--- config.mk ---
export PLATFORM = sky130hd
export DESIGN_NAME = frame_bank_arbiter
export DESIGN_NICKNAME = d
export VERILOG_FILES = /design/src/rtl/frame_bank_arbiter.sv
export SDC_FILE = /design/constraint.sdc
export NUM_CORES = 1
export LEC_CHECK = 0
export ABC_AREA = 1
export BUFFER_PORTS_ARGS = -buffer_cell sky130_fd_sc_hd__buf_2
export CORE_AREA = 3 3 186 260
export DETAILED_ROUTE_END_ITERATION = 10
export DIE_AREA = 0 0 189 263
export GPL_TIMING_DRIVEN = 0
export PLACE_DENSITY_LB_ADDON = 0.2
export SYNTH_ARGS = -nofsm -noshare
export SYNTH_HDL_FRONTEND = slang
export SYNTH_SLANG_ARGS = --single-unit
--- constraint.sdc ---
create_clock -name clk24 -period 6.3 [get_ports clk24]
set_clock_uncertainty 0.1 [all_clocks]
set_input_delay 0 -clock clk24 [delete_from_list [all_inputs] [get_ports clk24]]
set_output_delay 0 -clock clk24 [all_outputs]
set_load 0.005 [all_outputs]
--- src/rtl/frame_bank_arbiter.sv ---
// frame_bank_arbiter
// Shares one single-port frame memory between the converter write stream and
// the display read stream. The memory is split into two banks: the converter
// fills one bank while the display reads the other. Banks swap only at a
// display frame start, and only once a finished frame has fully drained to
// memory. Reads always win the memory port. Writes wait in a small FIFO and
// drain in idle read slots (blanking).
//
// Optional build macro: FRAME_BANK_STATS_EN enables the dropped-write counter
// on wr_drop_cnt. Without it the port is tied to zero.
//
// Ports
//   clk24, rst        clock, synchronous active-high reset
//   wr_valid/addr/data write request from the converter
//   wr_frame_end      pulse on the last cycle of a converter frame
//   wr_ready          write FIFO not full
//   rd_req/rd_addr    display read request
//   rd_frame_start    pulse at display vsync
//   rd_data/rd_valid  read return (black until the first frame is shown)
//   frame_ready       a completed frame is on display
//   wr_overflow       sticky: a write was dropped on a full FIFO
//   mem_*             registered memory port, mem_addr = {bank, addr}
//   wr_drop_cnt       saturating dropped-write count
module frame_bank_arbiter #(
  parameter int ADDR_W     = 19,
  parameter int DATA_W     = 48,
  parameter int FIFO_DEPTH = 4,
  parameter int MEM_LAT    = 1
) (
  input  logic              clk24,
  input  logic              rst,
  input  logic              wr_valid,
  input  logic [ADDR_W-1:0] wr_addr,
  input  logic [DATA_W-1:0] wr_data,
  input  logic              wr_frame_end,
  output logic              wr_ready,
  input  logic              rd_req,
  input  logic [ADDR_W-1:0] rd_addr,
  input  logic              rd_frame_start,
  output logic [DATA_W-1:0] rd_data,
  output logic              rd_valid,
  output logic              frame_ready,
  output logic              wr_overflow,
  output logic [ADDR_W:0]   mem_addr,
  output logic [DATA_W-1:0] mem_din,
  output logic              mem_en,
  output logic              mem_we,
  input  logic [DATA_W-1:0] mem_dout,
  output logic [15:0]       wr_drop_cnt
);

  localparam int PTR_W = $clog2(FIFO_DEPTH);

  typedef enum logic [1:0] {ST_SYNC, ST_WRITE, ST_PEND} state_t;

  state_t state_q, state_d;

  logic              wr_bank_q;
  logic              rd_bank_q;
  logic              frame_ready_q;
  logic              overflow_q;

  logic [ADDR_W-1:0] fifo_addr_q [FIFO_DEPTH];
  logic [DATA_W-1:0] fifo_data_q [FIFO_DEPTH];
  logic [PTR_W-1:0]  wr_ptr_q;
  logic [PTR_W-1:0]  rd_ptr_q;
  logic [PTR_W:0]    count_q;

  logic              mem_en_q;
  logic              mem_we_q;
  logic [ADDR_W:0]   mem_addr_q;
  logic [DATA_W-1:0] mem_din_q;

  // Bit i is set i+1 cycles after a rd_req; the top bit lines up with mem_dout.
  logic [MEM_LAT:0]  rd_vld_sr_q;

  logic fifo_full;
  logic fifo_empty;
  logic pop;
  logic push_try;
  logic push;
  logic drop;
  logic swap;

  assign fifo_full  = (count_q == (PTR_W+1)'(FIFO_DEPTH));
  assign fifo_empty = (count_q == '0);

  // Reads own the port; the FIFO only drains in slots with no read.
  assign pop      = !rd_req && !fifo_empty;
  assign push_try = (state_q == ST_WRITE) && wr_valid;
  // A full FIFO still accepts a write when an entry leaves in the same cycle.
  assign push     = push_try && (!fifo_full || pop);
  assign drop     = push_try && fifo_full && !pop;
  // Only swap once every word of the finished frame has reached memory.
  assign swap     = (state_q == ST_PEND) && rd_frame_start && fifo_empty;

  always_comb begin
    state_d = state_q;
    case (state_q)
      ST_SYNC:  if (wr_frame_end) state_d = ST_WRITE;
      ST_WRITE: if (wr_frame_end) state_d = ST_PEND;
      ST_PEND:  if (swap)         state_d = ST_SYNC;
      default:                    state_d = ST_SYNC;
    endcase
  end

  always_ff @(posedge clk24) begin
    if (rst) begin
      state_q       <= ST_SYNC;
      wr_bank_q     <= 1'b0;
      rd_bank_q     <= 1'b1;
      frame_ready_q <= 1'b0;
      overflow_q    <= 1'b0;
      wr_ptr_q      <= '0;
      rd_ptr_q      <= '0;
      count_q       <= '0;
      mem_en_q      <= 1'b0;
      mem_we_q      <= 1'b0;
      mem_addr_q    <= '0;
      mem_din_q     <= '0;
    end else begin
      state_q <= state_d;

      if (swap) begin
        rd_bank_q     <= wr_bank_q;
        wr_bank_q     <= ~wr_bank_q;
        frame_ready_q <= 1'b1;
      end

      if (drop) overflow_q <= 1'b1;

      if (push) wr_ptr_q <= wr_ptr_q + 1'b1;
      if (pop)  rd_ptr_q <= rd_ptr_q + 1'b1;
      case ({push, pop})
        2'b10:   count_q <= count_q + 1'b1;
        2'b01:   count_q <= count_q - 1'b1;
        default: count_q <= count_q;
      endcase

      // Idle slots leave address and data where they were.
      if (rd_req) begin
        mem_en_q   <= 1'b1;
        mem_we_q   <= 1'b0;
        mem_addr_q <= {rd_bank_q, rd_addr};
      end else if (pop) begin
        mem_en_q   <= 1'b1;
        mem_we_q   <= 1'b1;
        mem_addr_q <= {wr_bank_q, fifo_addr_q[rd_ptr_q]};
        mem_din_q  <= fifo_data_q[rd_ptr_q];
      end else begin
        mem_en_q <= 1'b0;
        mem_we_q <= 1'b0;
      end
    end
  end

  // FIFO storage has no reset so it can map onto distributed/block RAM.
  always_ff @(posedge clk24) begin
    if (push) begin
      fifo_addr_q[wr_ptr_q] <= wr_addr;
      fifo_data_q[wr_ptr_q] <= wr_data;
    end
  end

  always_ff @(posedge clk24) begin
    if (rst) rd_vld_sr_q[0] <= 1'b0;
    else     rd_vld_sr_q[0] <= rd_req;
  end

  generate
    for (genvar gi = 1; gi <= MEM_LAT; gi++) begin : g_rd_vld
      always_ff @(posedge clk24) begin
        if (rst) rd_vld_sr_q[gi] <= 1'b0;
        else     rd_vld_sr_q[gi] <= rd_vld_sr_q[gi-1];
      end
    end
  endgenerate

`ifdef FRAME_BANK_STATS_EN
  logic [15:0] drop_cnt_q;

  always_ff @(posedge clk24) begin
    if (rst) begin
      drop_cnt_q <= '0;
    end else if (drop && (drop_cnt_q != 16'hFFFF)) begin
      drop_cnt_q <= drop_cnt_q + 16'd1;
    end
  end

  assign wr_drop_cnt = drop_cnt_q;
`else
  assign wr_drop_cnt = '0;
`endif

  assign wr_ready    = ~fifo_full;
  assign rd_valid    = rd_vld_sr_q[MEM_LAT];
  // Until a finished frame is shown the bank holds garbage: return black.
  assign rd_data     = (rd_valid && frame_ready_q) ? mem_dout : '0;
  assign frame_ready = frame_ready_q;
  assign wr_overflow = overflow_q;
  assign mem_en      = mem_en_q;
  assign mem_we      = mem_we_q;
  assign mem_addr    = mem_addr_q;
  assign mem_din     = mem_din_q;

endmodule

==> flow_metrics.tcl, run 1 <==
set metrics [dict create \
    status "finished clean" \
    start_kind "register" \
    yosys-top-cells-area "edfxtp_1, dfxtp_1, nor2_1" \
    worst_slack_ps 3660 \
    path_max_fanout 21 \
    clock_latency_ps 530 \
    yosys.cell_types.count 29 \
    utilization_pct 39.9 \
    worst_slew_margin_rel_pct 41.2 \
    ys_async_sr_fraction_pct 0 \
    synth_xor_area_share_pct 0 \
    p_leak_nw 7.50 \
    place_ws_ps 3630 \
    synth_edf_count 268 \
    post-route-min-period_ps 2640 \
    rsz0062_at_grt "false" \
    yosys.area_share.simple_pct 10.8 \
    fin_hold_ws_ps 118 \
    antenna_found_initial 3 \
    power.density_mw_per_mm2 349 \
    wl_per_cell_um 17.4 \
    grt_max_degree 25 \
    fin_nets 1795 \
    h-tree-depth 2 \
    hold_violations 0 \
    avgSynthCellArea_um2 11.2 \
    hold_path_class "input port to register" \
    p_switching_mw 1.84 \
    via_per_inst 4.49 \
    drive_gt1_share_pct 23.7 \
    place_congestion 0.843 \
    clk_pin_slew_worst_paths_ps 60 \
    synth-main-ff-cell "edfxtp_1" \
    clock-root-buffer "clkbuf_16" \
    numClockSinks 355 \
    yosysWarnings 0 \
    grt_first_pass_wirelength_um 60600 \
    ys_seq_elements 355 \
    setup.worst_path.end "fifo_data_q[1][10]" \
    irDropWorstVdd_v 0.000183 \
    cpMostUsedCell "buf_16" \
    fmax_mhz 378 \
    vias 10320 \
    reg2reg_to "fifo_data_q[1][10]" \
    combPwrFrac_pct 20.8 \
    ant_nets 0 \
    synth_area_leader_cell "edfxtp_1" \
    track_usage_pct 15.6 \
    worst-r2r-setup-slack_ps 3660 \
    power_frac_seq_pct 43.4 \
    io_pins 278 \
    maxCapViolCount 0 \
    netlist.area_leader.share_pct 58.5 \
    crit_slowest_cell "nor2_4" \
    switching_share_pct 28.6 \
    crit_path_start "state_q[0]" \
    synth-compound-area-share_pct 11.6 \
    top_layer_used "met5" \
    cts.path.max_buffers 3 \
    synth_most_common_cell "nor2_1" \
    crit_arrival_ps 2770 \
    die_x_um 189 \
    synth_adder_area_share_pct 0.509 \
    drv_slew 0 \
    worst_path_largest_cell_delay_ps 780 \
    initial_core_util_pct 29.8 \
    wirelength_um 39900 \
    path_cells "nand3_1, inv_1, nand2_1, nor2_4, buf_16, buf_16" \
    cp-end-kind "register" \
    cts_tree "done" \
    cts_resized 0 \
    grt_pass1_vias 10589 \
    power_frac_clock_pct 35.8 \
    cts-buffers-inserted 38 \
    synthTopCellsByCount "nor2_1, edfxtp_1, o21ai_0, dfxtp_1, inv_1" \
    drc 0 \
    rr_startpoint "state_q[0]" \
    synth_cells 1230 \
    first_pass_iters 5 \
    worstMarginPinSlew_ps 880 \
    core_area_mm2 0.0462 \
    syn_to_final_growth_pct 33.9 \
    synth_top_family_by_area "compound AO/OA/AOI/OAI gates" \
    ys_seq_area_share_pct 71.1 \
    first_iter_violations 518 \
    grt_overflow_total 0 \
    p_int_mw 4.60 \
    wl_met3_um 1890 \
    die_height_um 263 \
    cp_data_required_time_ps 6430 \
    io_buffers 260 \
    wl_met1_um 16300 \
    synthMuxAreaShare_pct 0 \
    path_class "register to register" \
    wl_met2_um 20900 \
    setup_viol 0 \
    syn_area_mm2 0.0138 \
    finalCritPeriodShare_pct 42.0 \
    std_cell_rows 93 \
    total_power_mw 6.43 \
    hpwlAfterDp_um 27200 \
    dieArea_mm2 0.0497 \
    rr_worst_depth 6 \
    tns_ps 0 \
]
[sequential cells by signal, indices dropped and copies added (netlist names), named ones only]
signal       count
fifo_data_q    192
wr_ptr_q         2
rd_valid         1
mem_we           1
rd_vld_sr_q      1
fifo_addr_q     76
wr_bank_q        1
mem_addr        20
rd_bank_q        1
frame_ready      1
mem_din         48
mem_en           1
state_q          2
rd_ptr_q         2
count_q          3
wr_overflow      1
[per-layer routing]
metal	up-vias	track usage, %
met1	4933	18.2
met4	2	4.71
met5	-	0
met3	45	2.70
li1	5056	-
met2	284	28.9
[cell type report]
| cell class | instances | area, um2 |
|---|---|---|
| plain buffers | 91 | 477 |
| flip-flops and latches | 355 | 9790 |
| repair buffers | 365 | 2500 |
| well taps | 617 | 772 |
| clock inverters | 16 | 175 |
| multi-input cells | 708 | 3240 |
| diodes | 2 | 5.00 |
| fillers | 4546 | 27800 |
| clock buffers | 54 | 1130 |
| inverters | 91 | 344 |
[worst min path at each step]
stage                      start  cells past startpoint            endpoint  slack, ps
finish               wr_data[46]                      2  fifo_data_q[1][46]        120
global route         wr_data[23]                      2  fifo_data_q[0][23]        110
CTS                   wr_data[1]                      2   fifo_data_q[1][1]         90
detailed placement  wr_frame_end                      2          state_q[0]        120
global placement     wr_data[43]                      1  fifo_data_q[0][43]        120
floorplan            mem_dout[0]                      2          rd_data[0]        -30
[kinds of logic after synthesis]
family / count (synthesis)
and+or+nand+nor: 385
AOI/OAI and AO/OA: 302
adders and majority gates: 5
DFF: 355
other: 1
buffers and inverters: 182
[power groups by stage]
stage | Combinational, mW | Sequential, mW | Clock [mW]
global route | 1.51 | 2.81 | 2.47
detailed placement | 1.32 | 2.84 | 0
CTS | 1.37 | 2.79 | 2.38
finish | 1.34 | 2.79 | 2.31
global placement | 1.29 | 2.84 | 0
floorplan | 0.727 | 2.84 | 0
[cell usage in the layout, fill, tap and decap left out, types with 2 or more instances in the layout]
| cell | count |
|---|---|
| nor2_1 | 291 |
| buf_2 | 291 |
| ha_1 | 4 |
| dlygate4sd3_1 | 93 |
| inv_2 | 3 |
| diode_2 | 2 |
| o22ai_1 | 67 |
| nor2_4 | 5 |
| o21ai_1 | 19 |
| edfxtp_1 | 268 |
| buf_16 | 4 |
| buf_12 | 8 |
| dfxtp_1 | 87 |
| clkbuf_16 | 42 |
| nand2_2 | 2 |
| o21ai_0 | 187 |
| nand2_1 | 72 |
| buf_4 | 20 |
| clkinv_2 | 7 |
| inv_1 | 86 |
| clkbuf_8 | 3 |
| a21oi_1 | 26 |
| clkbuf_1 | 40 |
| conb_1 | 16 |
| clkinv_1 | 6 |
| nand4_1 | 2 |
| buf_1 | 2 |
| bufinv_16 | 4 |
| clkbuf_2 | 5 |
| buf_6 | 2 |
| nand3_1 | 11 |
[worst max-delay path, delay by kind of cell, from the launching register on]
| kind | cells | cell delay, ps |
|---|---|---|
| and+or+nand+nor | 3 | 1270 |
| buffers and inverters | 3 | 570 |
| DFF | 1 | 370 |
[what timing repair did]
item	CTS	global route
hold buffers	93	0
buffers inserted	0	0
hold endpoints to repair	298	0
[per-stage QoR]
step / cell area [um2] / std cells
floorplan: 13800 / 1245
global placement: 15900 / 2122
detailed placement: 16200 / 2134
CTS: 18400 / 2297
global route: 18400 / 2297
finish: 18400 / 2299
Note: power is estimated with default switching activity, not from simulation.
==> run 2: changes to the inputs <==
clock period = 2.7 ns   (was 6.3 ns; I/O delays follow)
==> run 2 against run 1 <==
Net effect: final cell count fell by 0.17%; critical endpoint is now fifo_data_q[0][12]; critical path type unchanged; routed wire length decreased by 0.26%; largest cell class unchanged; combinational power is 130% higher.
==> flow_metrics.tcl, run 2 (synthesis results as in run 1) <==
set metrics [dict create \
    status "finished clean" \
    io_buffers 260 \
    drc 0 \
    fmax_mhz 416 \
    wl_per_cell_um 17.4 \
    hpwlAfterDp_um 26600 \
    post-route-min-period_ps 2400 \
    largest_reg_flops 192 \
    grt_first_pass_wirelength_um 60800 \
    finalCritPeriodShare_pct 89.1 \
    syn_to_final_growth_pct 33.8 \
    h-tree-depth 2 \
    crit_path_start "state_q[0]" \
    power.density_mw_per_mm2 825 \
    grt_overflow_total 0 \
    first_iter_violations 504 \
    cts_tree "done" \
    clk_pin_slew_worst_paths_ps 60 \
    combPwrFrac_pct 20.5 \
    utilization_pct 39.9 \
    total_power_mw 15.2 \
    wirelength_um 39800 \
    initial_core_util_pct 29.8 \
    cts.path.max_buffers 3 \
    p_switching_mw 4.31 \
    maxCapViolCount 0 \
    path_max_fanout 26 \
    die_height_um 263 \
    irDropWorstVdd_v 0.000562 \
    dieArea_mm2 0.0497 \
    power_frac_clock_pct 36.8 \
    p_int_mw 10.9 \
    clock_latency_ps 530 \
    p_leak_nw 7.51 \
    dp.cells 2131 \
    die_x_um 189 \
    cp-end-kind "register" \
    rr_startpoint "state_q[0]" \
    power_frac_seq_pct 42.7 \
    antenna_found_initial 0 \
    layout_common_cells "buf_2, nor2_1, edfxtp_1, o21ai_0, dlygate4sd3_1" \
    worst_slew_margin_rel_pct 45.3 \
    worstHoldStart "wr_valid" \
    core_area_mm2 0.0462 \
    grt_pass1_vias 10548 \
    hold_violations 0 \
    fin_hold_ws_ps 31.1 \
    via_per_inst 4.47 \
    num_antenna_cells 0 \
    fin_nets 1793 \
    worst_path_largest_cell_delay_ps 690 \
    path_cells "nand3_1, inv_1, nand2_2, nor2_4, buf_12" \
    numClockSinks 355 \
    first_pass_iters 4 \
    track_usage_pct 15.6 \
    path_class "register to register" \
    vias 10267 \
    finish.instance_area_mm2 0.0184 \
    switching_share_pct 28.3 \
    crit_arrival_ps 2510 \
    cp_data_required_time_ps 2810 \
    io_pins 278 \
    drive_gt1_share_pct 24.3 \
    ant_nets 0 \
    grt_max_degree 27 \
    final_cells 2295 \
    largest_register "fifo_data_q" \
    start_kind "register" \
    place_congestion 0.755 \
    drv_slew 0 \
    place_area_mm2 0.0161 \
    std_cell_rows 93 \
    crit_slowest_cell "nor2_4" \
    hold_path_class "input port to register" \
    worstMarginPinSlew_ps 819 \
    cts-buffers-inserted 38 \
    clock-root-buffer "clkbuf_16" \
    rsz0062_at_grt "false" \
    setup_viol 0 \
]
==> run 2: cell count changes in the layout (fill, tap and decap cells not counted), moves of 2 or more <==
cell / change
clkinv_1: -3
clkinvlp_4: +2
diode_2: -2
buf_16: -3
clkinv_2: +3
clkbuf_1: -6
==> run 2: stage by stage <==
stage	setup WS (ps)	TNS (ps)
after global placement	-2400	-616240
after floorplan	-361	-96680
after detailed placement	-117	-2820
after CTS	50.3	0
after global routing	138	0
final	296	0
==> run 2: layer usage <==
layer / vias up / share of wire (%) / GRT usage (%)
li1: 5050 / - / -
met1: 4924 / 42 / 18.6
met2: 231 / 52 / 28.9
met3: 62 / 3.9 / 2.12
met4: 0 / 2.4 / 4.43
met5: - / 0 / 0
==> run 2: what timing repair did <==
| action | 4_1_cts | 5_1_grt |
|---|---|---|
| hold buffers | 92 | 0 |
| cloned | 1 | 0 |
| resized for setup | 0 | 1 |
| endpoints found under the setup margin | 25 | 74 |
| buffers inserted | 0 | 1 |
| pin swaps | 1 | 1 |
| hold endpoints to repair | 298 | 0 |
==> run 2: layout make-up <==
cell class              count  area, um2
plain buffers              91        477
clock buffers              50       1140
clock inverters            20        233
fillers                  4545      27800
inverters                  91        344
multi-input cells         709       3250
flip-flops and latches    355       9790
well taps                 617        772
repair buffers            362       2420
==> run 2: worst max-delay path: cells and delay by family, from the launching register on <==
family / cells / cell delay [ps]
buf+inv: 2 / 470
flops: 1 / 380
simple gates: 3 / 1120
==> run 2: worst paths after layout <==
check / to / slack [ps] / cells after the start
worst max-delay path: fifo_data_q[0][12] / 300 / 5
worst min-delay path: count_q[2] / 30 / 5
worst max register to register: fifo_data_q[0][12] / 300 / 5
worst min register to register: rd_valid / 320 / 2
==> run 2: power groups by stage <==
stage	Sequential, mW	Clock, mW	Combinational [mW]
2_1_floorplan	6.63	0	1.70
5_1_grt	6.54	5.96	3.52
4_1_cts	6.50	5.78	3.20
3_5_place_dp	6.61	0	3.08
6_report	6.49	5.60	3.12
3_3_place_gp	6.61	0	3.04
